[config.mk]
export PLATFORM = sky130hd
export DESIGN_NAME = treasure_result_link
export DESIGN_NICKNAME = d
export VERILOG_FILES = /design/src/rtl/treasure_result_link_pkg.sv /design/src/rtl/treasure_result_link_persist_filter.sv /design/src/rtl/treasure_result_link.sv
export SDC_FILE = /design/constraint.sdc
export NUM_CORES = 1
export LEC_CHECK = 0
export ABC_AREA = 1
export CORE_ASPECT_RATIO = 1.25
export CORE_MARGIN = 2
export CORE_UTILIZATION = 45
export DETAILED_ROUTE_END_ITERATION = 12
export SLEW_MARGIN = 10
export SYNTH_ARGS = -nofsm -noshare
export SYNTH_HDL_FRONTEND = slang
export SYNTH_SLANG_ARGS = --single-unit
[constraint.sdc]
create_clock -name CLOCK -period 5 [get_ports CLOCK]
set_input_delay 1 -clock CLOCK [delete_from_list [all_inputs] [get_ports CLOCK]]
set_output_delay 1 -clock CLOCK [all_outputs]
set_load 0.02 [all_outputs]
[src/rtl/treasure_result_link_pkg.sv]
// Shared definitions for the treasure result link: result code layout,
// handshake FSM state encoding and small code helpers.
package treasure_result_link_pkg;

    localparam int RESULT_W = 3;

    // Shape field, bits 1:0 of a result code
    localparam logic [1:0] SHAPE_NONE   = 2'b00;
    localparam logic [1:0] SHAPE_SQUARE = 2'b01;
    localparam logic [1:0] SHAPE_TRI    = 2'b10;
    localparam logic [1:0] SHAPE_DIAM   = 2'b11;

    // Color field, bit 2 of a result code
    localparam logic COLOR_RED  = 1'b1;
    localparam logic COLOR_BLUE = 1'b0;

    typedef enum logic [1:0] {
        ST_IDLE  = 2'd0,
        ST_SETUP = 2'd1,
        ST_ACK   = 2'd2
    } hs_state_e;

    // A frame with no shape carries no meaningful color, so it collapses to 000.
    function automatic logic [RESULT_W-1:0] normalize_code(input logic [RESULT_W-1:0] code);
        if (code[1:0] == SHAPE_NONE) begin
            return '0;
        end
        return code;
    endfunction

    // One-hot status decode: bit0 none, bits 1..3 red shapes, bits 4..6 blue shapes.
    function automatic logic [6:0] led_decode(input logic [RESULT_W-1:0] code);
        logic [6:0] onehot;
        onehot = 7'b000_0001;
        case ({code[2], code[1:0]})
            {COLOR_RED,  SHAPE_SQUARE}: onehot = 7'b000_0010;
            {COLOR_RED,  SHAPE_TRI}:    onehot = 7'b000_0100;
            {COLOR_RED,  SHAPE_DIAM}:   onehot = 7'b000_1000;
            {COLOR_BLUE, SHAPE_SQUARE}: onehot = 7'b001_0000;
            {COLOR_BLUE, SHAPE_TRI}:    onehot = 7'b010_0000;
            {COLOR_BLUE, SHAPE_DIAM}:   onehot = 7'b100_0000;
            default:                    onehot = 7'b000_0001;
        endcase
        return onehot;
    endfunction

endpackage

[src/rtl/treasure_result_link_persist_filter.sv]
// result_persist_filter: normalizes per-frame codes, accepts a code once it
// has been seen on PERSIST consecutive frames, and forces the accepted code
// back to 000 when frames stop arriving for TIMEOUT_CYCLES clocks.
module result_persist_filter
    import treasure_result_link_pkg::*;
#(
    parameter int PERSIST        = 3,
    parameter int TIMEOUT_CYCLES = 25000000
) (
    input  logic                clk_i,
    input  logic                rst_ni,
    input  logic                frame_valid_i,
    input  logic [RESULT_W-1:0] frame_result_i,
    output logic [RESULT_W-1:0] accepted_o
);

    localparam int          TMO_W   = $clog2(TIMEOUT_CYCLES + 1);
    localparam logic [TMO_W-1:0] TMO_MAX = TMO_W'(TIMEOUT_CYCLES);
    localparam logic [3:0]  RUN_MAX = 4'(PERSIST);

    logic [RESULT_W-1:0] cand_q, cand_d;
    logic [RESULT_W-1:0] acc_q, acc_d;
    logic [3:0]          run_q, run_d;
    logic [TMO_W-1:0]    tmo_q, tmo_d;
    logic [RESULT_W-1:0] code_n;

    // Next-state: a frame always beats the timeout in the same cycle
    always_comb begin
        code_n = normalize_code(frame_result_i);
        cand_d = cand_q;
        acc_d  = acc_q;
        run_d  = run_q;
        tmo_d  = tmo_q;
        if (frame_valid_i) begin
            tmo_d = '0;
            if (code_n == cand_q) begin
                run_d = (run_q >= RUN_MAX) ? RUN_MAX : run_q + 4'd1;
            end else begin
                cand_d = code_n;
                run_d  = 4'd1;
            end
            if (run_d == RUN_MAX) begin
                acc_d = cand_d;
            end
        end else begin
            tmo_d = (tmo_q == TMO_MAX) ? TMO_MAX : tmo_q + 1'b1;
            if (tmo_d == TMO_MAX) begin
                acc_d  = '0;
                cand_d = '0;
                run_d  = 4'd0;
            end
        end
    end

    // Filter state registers
    always_ff @(posedge clk_i or negedge rst_ni) begin
        if (!rst_ni) begin
            cand_q <= '0;
            acc_q  <= '0;
            run_q  <= 4'd0;
            tmo_q  <= '0;
        end else begin
            cand_q <= cand_d;
            acc_q  <= acc_d;
            run_q  <= run_d;
            tmo_q  <= tmo_d;
        end
    end

    assign accepted_o = acc_q;

endmodule

[src/rtl/treasure_result_link.sv]
// treasure_result_link: filters the classifier's per-frame treasure code and
// hands the accepted code to the Arduino over a four-phase REQ/ACK handshake.
// RES_OUT is latched only when a request is first seen, so it never changes
// while the Arduino may be sampling it.
// Optional: define RESULT_LED_EN to drive LED with a one-hot decode of
// ACCEPTED plus ARD_ACK; otherwise LED is tied low.
module treasure_result_link
    import treasure_result_link_pkg::*;
#(
    parameter int PERSIST        = 3,
    parameter int TIMEOUT_CYCLES = 25000000,
    parameter int SETUP_CYCLES   = 8
) (
    input  logic                CLOCK,
    input  logic                RESET_N,
    input  logic                FRAME_VALID,
    input  logic [RESULT_W-1:0] FRAME_RESULT,
    input  logic                ARD_REQ,
    output logic [RESULT_W-1:0] RES_OUT,
    output logic                ARD_ACK,
    output logic [RESULT_W-1:0] ACCEPTED,
    output logic [7:0]          LED
);

    localparam logic [7:0] SETUP_LOAD = 8'(SETUP_CYCLES - 1);

    logic                req_meta_q;
    logic                req_s_q;
    hs_state_e           state_q;
    logic [7:0]          setup_cnt_q;
    logic [RESULT_W-1:0] res_out_q;
    logic                ack_q;

    result_persist_filter #(
        .PERSIST        (PERSIST),
        .TIMEOUT_CYCLES (TIMEOUT_CYCLES)
    ) u_filter (
        .clk_i          (CLOCK),
        .rst_ni         (RESET_N),
        .frame_valid_i  (FRAME_VALID),
        .frame_result_i (FRAME_RESULT),
        .accepted_o     (ACCEPTED)
    );

    // Two-flop synchronizer for the asynchronous Arduino request
    always_ff @(posedge CLOCK or negedge RESET_N) begin
        if (!RESET_N) begin
            req_meta_q <= 1'b0;
            req_s_q    <= 1'b0;
        end else begin
            req_meta_q <= ARD_REQ;
            req_s_q    <= req_meta_q;
        end
    end

    // Handshake FSM with registered RES_OUT/ARD_ACK
    always_ff @(posedge CLOCK or negedge RESET_N) begin
        if (!RESET_N) begin
            state_q     <= ST_IDLE;
            setup_cnt_q <= 8'd0;
            res_out_q   <= '0;
            ack_q       <= 1'b0;
        end else begin
            case (state_q)
                ST_IDLE: begin
                    ack_q <= 1'b0;
                    if (req_s_q) begin
                        res_out_q   <= ACCEPTED;
                        setup_cnt_q <= SETUP_LOAD;
                        state_q     <= ST_SETUP;
                    end
                end
                ST_SETUP: begin
                    if (!req_s_q) begin
                        state_q <= ST_IDLE;
                    end else if (setup_cnt_q == 8'd0) begin
                        ack_q   <= 1'b1;
                        state_q <= ST_ACK;
                    end else begin
                        setup_cnt_q <= setup_cnt_q - 8'd1;
                    end
                end
                ST_ACK: begin
                    if (!req_s_q) begin
                        ack_q   <= 1'b0;
                        state_q <= ST_IDLE;
                    end
                end
                default: begin
                    ack_q   <= 1'b0;
                    state_q <= ST_IDLE;
                end
            endcase
        end
    end

    assign RES_OUT = res_out_q;
    assign ARD_ACK = ack_q;

`ifdef RESULT_LED_EN
    assign LED = {ack_q, led_decode(ACCEPTED)};
`else
    assign LED = 8'h00;
`endif

endmodule

==> results of run 1 <==
## worst max path at each step
stage	slack (ns)	depth (start not counted)	startpoint	endpoint
after floorplan	2.84	8	FRAME_RESULT[1]	u_filter.accepted_o[0]
after global placement	2.17	9	FRAME_RESULT[1]	u_filter.accepted_o[1]
after detailed placement	2.12	9	FRAME_RESULT[1]	u_filter.accepted_o[0]
after CTS	2.46	9	FRAME_RESULT[1]	u_filter.accepted_o[0]
after global routing	2.22	9	FRAME_RESULT[1]	u_filter.accepted_o[1]
final	2.47	9	FRAME_RESULT[1]	u_filter.accepted_o[0]
## logic make-up (layout without fill, tap and decap cells)
| group | count (synthesis) | after routing | synth area share (%) |
|---|---|---|---|
| flip-flops | 51 | 51 | 43.2 |
| buffers and inverters | 64 | 75 | 9.19 |
| XOR/XNOR | 2 | 2 | 0.593 |
| AO/OA/AOI/OAI | 43 | 43 | 7.92 |
| AND/OR/NAND/NOR | 244 | 244 | 36.9 |
| other | 1 | 8 | 0.127 |
| adder cells (fa/ha/maj) | 5 | 5 | 2.12 |
## worst max-delay path, stage by stage
cell	delay, ns
clkdlybuf4s50_1	0.47
o21ai_0	0.33
nor2_1	0.07
nor3_1	0.23
o21ai_0	0.15
nor2_1	0.23
inv_1	0.10
nand3_1	0.09
nand2_1	0.05
## routing by layer
layer | GRT usage [%] | up-vias | part of all wire, % | routed length (um)
met4 | 5.00 | 0 | 1.2 | 72
met3 | 3.15 | 6 | 2.5 | 150
met2 | 32.4 | 23 | 49 | 2900
li1 | - | 1312 | - | -
met5 | 0 | - | 0 | 0
met1 | 23.9 | 1143 | 48 | 2840
## area by class of cell
class,count,share of cell area (%)
sequential,51,39.2
inverter,52,6.00
tap,87,3.35
multi-input combinational,302,44.1
clock buffer,6,2.54
timing repair buffer,15,4.31
clock inverter,2,0.500
## cells in the mapped netlist (all sizes together)
master    n  area share [%]
nand2   130              17
nor2     64              10
inv      52             6.6
dfrtp    51              43
nand3    29             5.1
a21oi    19             3.2
o21ai    16             2.7
buf       9             2.2
nor3      8             1.4
nand4     7             1.5
ha        5             2.1
o21bai    5             1.3
nand3b    4             1.0
clkbuf    3            0.38
a22oi     1            0.25
a31oi     1            0.21
conb      1            0.13
nor4      1            0.21
o31ai     1            0.25
or2       1            0.21
xnor2     1            0.30
xor2      1            0.30
## where the power goes
part / total (W) / internal (W) / switching (W)
Sequential: 0.000479 / 0.000451 / 0.0000277
Combinational: 0.000174 / 0.0000727 / 0.000101
Clock: 0.000254 / 0.000113 / 0.000141
## state kept, by name, indices dropped and copies added (netlist names)
name	flops
req_meta_q	1
u_filter.run_q	4
RES_OUT	3
u_filter.tmo_q	25
u_filter.accepted_o	3
ARD_ACK	1
setup_cnt_q	8
req_s_q	1
u_filter.cand_q	3
state_q	2
## stage by stage
step	total power, W	hold WS (ns)	util (%)	instances	setup WS (ns)
finish	0.000907	0.360	50.5	515	2.47
global route	0.000967	0.367	50.5	515	2.22
CTS	0.000921	0.366	50.5	515	2.46
detailed placement	0.000664	0.346	49.0	507	2.12
global placement	0.000662	0.345	49.0	507	2.17
floorplan	0.000591	0.331	-	417	2.84
==> metrics.cfg, run 1 <==
[routing]
route.detailed.drc=0
first_pass_iters=4
first_iter_violations=97
wl_per_cell_um=11.6
via_per_inst=4.82
ant_nets=0
vias=2484
wl_um=5960

[placed_design]
gp_congestion=0.821
dpl.hpwl_um=4480
place.port_buffers=13
postPlaceCellArea_um2=3150

[run]
maxCapViolCount=0

[worst_setup_path]
r2r_start=u_filter.tmo_q[1]
rr_worst_depth=14
r2r_end=u_filter.cand_q[1]
cp.arrival_ns=2.73
cp_max_fo=4
worstSetupPathType=input port to register
required_ns=5.20
critPathLaunchType=input port
cp-end-kind=register
r2r_slack_ns=2.82

[die]
core_um2=6440
die_x_um=76.5
num_rows=33
die_area_um2=7240
die_y_um=94.6
num_io_pins=22
start_util_pct=45.9

[clock_tree]
clock_latency_ns=0.31
root_buffer=clkbuf_8
hold_buffers=0
numCtsBuffers=5
cts_resized=0
path_clk_slew_ns=0.09
clock_path_buffers=2
cts_setup_buffers=0
clock_sinks=51
cts_tree=built
cts-htree-levels=2

[cells_and_area]
nets=439
layout_common_cells=nand2_1, nor2_1, dfrtp_1, inv_1, nand3_1
fin_area_um2=3250
seqCellArea_um2=1280
n_fill_cell=668
layout_commonest_cell=nand2_1
antenna_cells=0
area_delta_synth_final_pct=10.1
final_layout_size_suffix_gt1_share_pct=7.48
multiInputGateArea_um2=1430

[logic_synthesis]
synthCells=410
ys_warn_count=0
ys_seq_elements=51
synth_area_um2=2960
synth_cell_types=30
ys_seq_area_share_pct=43.2
syn_avg_cell_area_um2=7.21

[timing]
maxSlewViolCount=0
fmax_mhz=395
fin_crit_ns=2.53
tns_ns=0
finalSetupViolations=0
fin_worst_skew_ns=0.00927
period_share_pct=50.6
rsz0062_at_grt=false
worst_slew_pin_slew_ns=0.645
hold_viol_final=0
maxSlewHeadroom_pct=57.0

[global_route]
grt_usage_pct=18.5
grt_pass1_vias=2392
grt.overflow.total=0
antenna_found_initial=0
grt_max_degree=52
grt_pass1_wl_um=10800

[hold_path]
hp-start=req_meta_q
worstHoldPathCells=0
worstHoldPathType=register to register
min_to=req_s_q

[power]
power.leakage_nw=1.54
p_per_area_nw_per_um2=279
ir_worst_vdd_mv=0.137

[status]
status=finished clean

Power figures use the tool's default switching activity.
==> inputs of run 2 (changes only) <==
==> constraint.sdc (replaced) <==
create_clock -name CLOCK -period 2.38 [get_ports CLOCK]
set_input_delay 0.476 -clock CLOCK [delete_from_list [all_inputs] [get_ports CLOCK]]
set_output_delay 0.476 -clock CLOCK [all_outputs]
set_load 0.02 [all_outputs]
==> run 2 against run 1 <==
  * Final area increased by 0.69%
  * Highest routed layer unchanged
  * Power increased by 110%
  * Global-route usage decreased by 0.37 points
  * Critical path depth increased by 5
  * Clock power increased by 110%
  * Non-clock buffer count increased by 1
  * Clock skew decreased by 0.0033 ns
==> metrics.cfg, run 2 (synthesis gave the netlist of run 1 again) <==
[routing]
first_pass_iters=4
first_iter_violations=126
via_per_inst=4.84
route.detailed.drc=0
ant_nets=0
vias=2495
wl_per_cell_um=11.7
wl_um=6040

[die]
die_x_um=76.5
num_io_pins=22
start_util_pct=45.9
die_area_um2=7240
num_rows=33
die_y_um=94.6
core_um2=6440

[worst_setup_path]
rr_worst_depth=14
r2r_start=u_filter.tmo_q[1]
r2r_end=u_filter.cand_q[0]
critPathLaunchType=register
r2r_slack_ns=0.25
worstSetupPathType=register to register
critPathTopFamily=simple AND/OR/NAND/NOR gates
cp_max_fo=6
critPathMaxStageDelay_ns=0.43
cp_common_cell=nand2_1
crit_path_cell_trace=ha_2, nand2_2, nor2_4, nand2_4, nor2_4, nand2_1, nand2_1, nand2_1, nor2_1, nand2_1, nor2_4, nand2_2, nand3_1, o21ai_1
cp-end-kind=register
crit_buf_inv=0
cpMaxStageDelayCell=dfrtp_1
cp.arrival_ns=2.31
required_ns=2.57

[placed_design]
postPlaceCellArea_um2=3170
gp_congestion=0.826
place.port_buffers=13
dpl.hpwl_um=4550

[clock_tree]
cts_tree=built
clock_latency_ns=0.30
path_clk_slew_ns=0.10
clock_sinks=51
hold_buffers=0
cts_setup_buffers=0
cts-htree-levels=2
root_buffer=clkbuf_8
numCtsBuffers=5
clock_path_buffers=2

[power]
ir_worst_vdd_mv=0.292
power.leakage_nw=1.55
p_per_area_nw_per_um2=585

[global_route]
grt.overflow.total=0
antenna_found_initial=0
grt_pass1_vias=2359
grt_pass1_wl_um=10600
grt_max_degree=45
grt_usage_pct=18.1

[cells_and_area]
final_layout_size_suffix_gt1_share_pct=7.93
fin_area_um2=3280
reg.largest.list=u_filter.tmo_q (25), setup_cnt_q (8), u_filter.run_q (4)
largest_reg_flops=25
antenna_cells=0
top_register=u_filter.tmo_q
layout_commonest_cell=nand2_1
nets=440
area_delta_synth_final_pct=10.8
layout_common_cells=nand2_1, nor2_1, dfrtp_1, inv_1, nand3_1

[timing]
worst_slew_pin_slew_ns=0.555
maxSlewHeadroom_pct=62.7
finalSetupViolations=0
maxSlewViolCount=0
hold_viol_final=0
tns_ns=0
period_share_pct=89.3
fmax_mhz=471
rsz0062_at_grt=false
fin_worst_skew_ns=0.00592
fin_crit_ns=2.13

[hold_path]
worstHoldPathType=input port to async pin

[run]
maxCapViolCount=0

[status]
status=finished clean

## run 2: final cells by class
type	count	area, um2
clock buffers	6	82.6
clock inverters	2	16.3
fillers	675	3170
inverters	52	195
multi-input cells	302	1440
repair buffers	16	160
well taps	87	109
flip-flops and latches	51	1280
## run 2: worst max-delay path by stage
stage / startpoint / end / slack [ns] / depth (start not counted)
global route: u_filter.tmo_q[1] / u_filter.cand_q[0] / 0.03 / 14
detailed placement: FRAME_RESULT[1] / u_filter.accepted_o[2] / 0.14 / 9
floorplan: u_filter.tmo_q[1] / u_filter.cand_q[2] / 0.55 / 14
global placement: FRAME_RESULT[1] / u_filter.accepted_o[2] / 0.20 / 9
CTS: u_filter.tmo_q[1] / u_filter.cand_q[0] / 0.22 / 14
finish: u_filter.tmo_q[1] / u_filter.cand_q[0] / 0.25 / 14
## run 2: stage by stage
step	setup WS [ns]	utilization, %	std cells	power (W)	hold slack (ns)
2_1_floorplan	0.551	-	417	0.00124	0.180
3_3_place_gp	0.199	49.3	508	0.00140	0.339
3_5_place_dp	0.139	49.3	508	0.00140	0.347
4_1_cts	0.223	50.8	516	0.00195	0.00757
5_1_grt	0.0343	50.9	516	0.00204	0.00418
6_report	0.255	50.9	516	0.00192	0.00383
## run 2: metal layers
metal	routed length (um)	track usage (%)
met4	93	5.76
met5	0	0
met2	2900	31.9
met3	158	3.63
met1	2890	22.6
## run 2: repair_timing
| item | CTS | global route |
|---|---|---|
| endpoints found under the hold margin | 0 | 0 |
| resized for setup | 0 | 1 |
| endpoints found under the setup margin | 0 | 5 |
## run 2: power by group
part / switching [W] / total [W] / internal, W
Sequential: 0.0000581 / 0.00101 / 0.000948
Combinational: 0.000214 / 0.000372 / 0.000157
Clock: 0.000300 / 0.000538 / 0.000238
Total: 0.000572 / 0.00192 / 0.00134
==> inputs of run 3 (changes only) <==
--- a/config.mk
+++ b/config.mk
@@ -8,7 +8,7 @@
 export ABC_AREA = 1
 export CORE_ASPECT_RATIO = 1.25
 export CORE_MARGIN = 2
-export CORE_UTILIZATION = 45
+export CORE_UTILIZATION = 30
 export DETAILED_ROUTE_END_ITERATION = 12
 export SLEW_MARGIN = 10
 export SYNTH_ARGS = -nofsm -noshare
==> run 3 against run 2 <==
  * Hold slack better by 0.16 ns
  * Critical path depth unchanged
  * Clock-buffer cell count down 1
  * Utilization down 15 points
  * Critical endpoint is now u_filter.cand_q[1]
  * Final area up 4.5%
  * Global-route usage down 5.3 points
  * Maximum frequency up 3.9%
  * Register-to-register slack better by 0.08 ns
  * Highest routed layer unchanged
==> metrics.cfg, run 3 (synthesis gave the netlist of run 1 again) <==
[status]
status=finished clean

[timing]
maxSlewHeadroom_pct=62.3
hold_viol_final=0
fin_worst_skew_ns=0.00798
finalSetupViolations=0
tns_ns=0
worst_slew_pin_slew_ns=0.566
period_share_pct=86.0
rsz0062_at_grt=false
maxSlewViolCount=0
fin_crit_ns=2.05
worst_slack_ns=0.334
fmax_mhz=489

[clock_tree]
root_buffer=clkbuf_16
path_clk_slew_ns=0.07
numCtsBuffers=5
cts_tree=built
cts_resized=0
cts-htree-levels=2
clock_latency_ns=0.29
cts_setup_buffers=0
clock_sinks=51
clock_path_buffers=2
hold_buffers=0

[worst_setup_path]
critPathMaxStageDelay_ns=0.40
crit_buf_inv=1
cp.arrival_ns=2.21
cp_common_cell=nand2_1
critPathTopFamily=simple AND/OR/NAND/NOR gates
path_depth=14
r2r_end=u_filter.cand_q[1]
r2r_slack_ns=0.33
critPathLaunchType=register
required_ns=2.54
rr_worst_depth=14
r2r_start=u_filter.tmo_q[1]
crit_path_cell_trace=ha_1, nand2_2, nor2_4, nand2_4, nor2_4, nand3b_1, nand2_1, nand2_1, nor2_1, nand2_1, inv_2, nand2_2, nand3_1, o21ai_1
cp_max_fo=6
worstSetupPathType=register to register
cp-end-kind=register
cpMaxStageDelayCell=dfrtp_1

[cells_and_area]
layout_commonest_cell=nand2_1
top_register=u_filter.tmo_q
instances_no_fill=557
area_delta_synth_final_pct=15.8
nets=442
largest_reg_flops=25
reg.largest.list=u_filter.tmo_q (25), setup_cnt_q (8), u_filter.run_q (4)
multiInputGateArea_um2=1430
seqCellArea_um2=1280
layout_common_cells=nand2_1, nor2_1, dfrtp_1, inv_1, nand3_1
n_fill_cell=1037
final_layout_size_suffix_gt1_share_pct=8.12
antenna_cells=0

[routing]
first_pass_iters=4
wl_um=6280
wl_per_cell_um=11.3
ant_nets=0
vias=2512
via_per_inst=4.51
first_iter_violations=146
route.detailed.drc=0

[power]
ir_worst_vdd_mv=0.263
p_per_area_nw_per_um2=681
power.leakage_nw=1.60

[global_route]
grt_pass1_wl_um=11100
grt_pass1_vias=2468
grt.overflow.total=0
grt_max_degree=26
grtUsageMet3_pct=2.10
gr-usage-met1_pct=15.1
grt.met2_usage_pct=22.8
antenna_found_initial=0
grt_busiest_layer=met2
grt_usage_pct=12.8

[die]
start_util_pct=30.8
num_io_pins=22
die_y_um=115
num_rows=40
die_area_um2=10700
core_um2=9610
die_x_um=92.8

[hold_path]
worstHoldPathType=input port to async pin

[placed_design]
dp.cells=549
dpl.hpwl_um=4820
gp_congestion=0.832
place.port_buffers=13
pre_cts_ws_ns=0.103

[run]
maxCapViolCount=0

## run 3: cell types whose count changed in the layout (fill, tap and decap cells not counted), sizes merged
cell      before  now
clkinvlp       1    0
clkbuf         6    5
inv           52   53
bufinv         0    2
buf            4    6
clkinv         1    0
## run 3: stage by stage
stage	total power (W)	hold slack [ns]	util [%]	area (um2)
finish	0.00233	0.166	35.6	3420
detailed placement	0.00140	0.342	33.6	3230
CTS	0.00236	0.186	35.6	3420
global route	0.00243	0.211	35.6	3420
floorplan	0.00124	0.180	-	2980
global placement	0.00140	0.344	33.6	3230
## run 3: worst max-delay path by stage
stage | end | startpoint
3_3_place_gp | u_filter.accepted_o[2] | FRAME_RESULT[1]
6_report | u_filter.cand_q[1] | u_filter.tmo_q[1]
2_1_floorplan | u_filter.cand_q[2] | u_filter.tmo_q[1]
3_5_place_dp | u_filter.accepted_o[1] | FRAME_RESULT[1]
4_1_cts | u_filter.run_q[1] | u_filter.tmo_q[1]
5_1_grt | u_filter.cand_q[2] | u_filter.tmo_q[1]
## run 3: per-layer routing
metal	vias to the layer above	routed length [um]
li1	1319	-
met1	1151	2760
met2	30	3210
met3	12	130
met4	0	180
met5	-	0
## run 3: final cells by class
class,instances,area share (%)
multi-input combinational,302,41.9
sequential,51,37.3
inverter,52,5.70
timing repair buffer,18,4.75
tap,126,4.61
clock buffer,5,3.66
clock inverter,3,2.08
## run 3: worst register-to-register path: cells and delay by family (launching register included)
kind,cells,cell delay (ns)
and+or+nand+nor,11,1.16
DFF,1,0.40
adders and majority gates,1,0.21
buffers and inverters,1,0.08
AOI/OAI and AO/OA,1,0.07
## run 3: where the power goes
group | internal, W | leakage [nW] | switching (W) | total (W)
sequential | 0.000949 | 0.676 | 0.0000590 | 0.00101
clock | 0.000610 | 0.0959 | 0.000339 | 0.000949
combinational | 0.000157 | 0.832 | 0.000217 | 0.000373
total | 0.00172 | 1.60 | 0.000615 | 0.00233
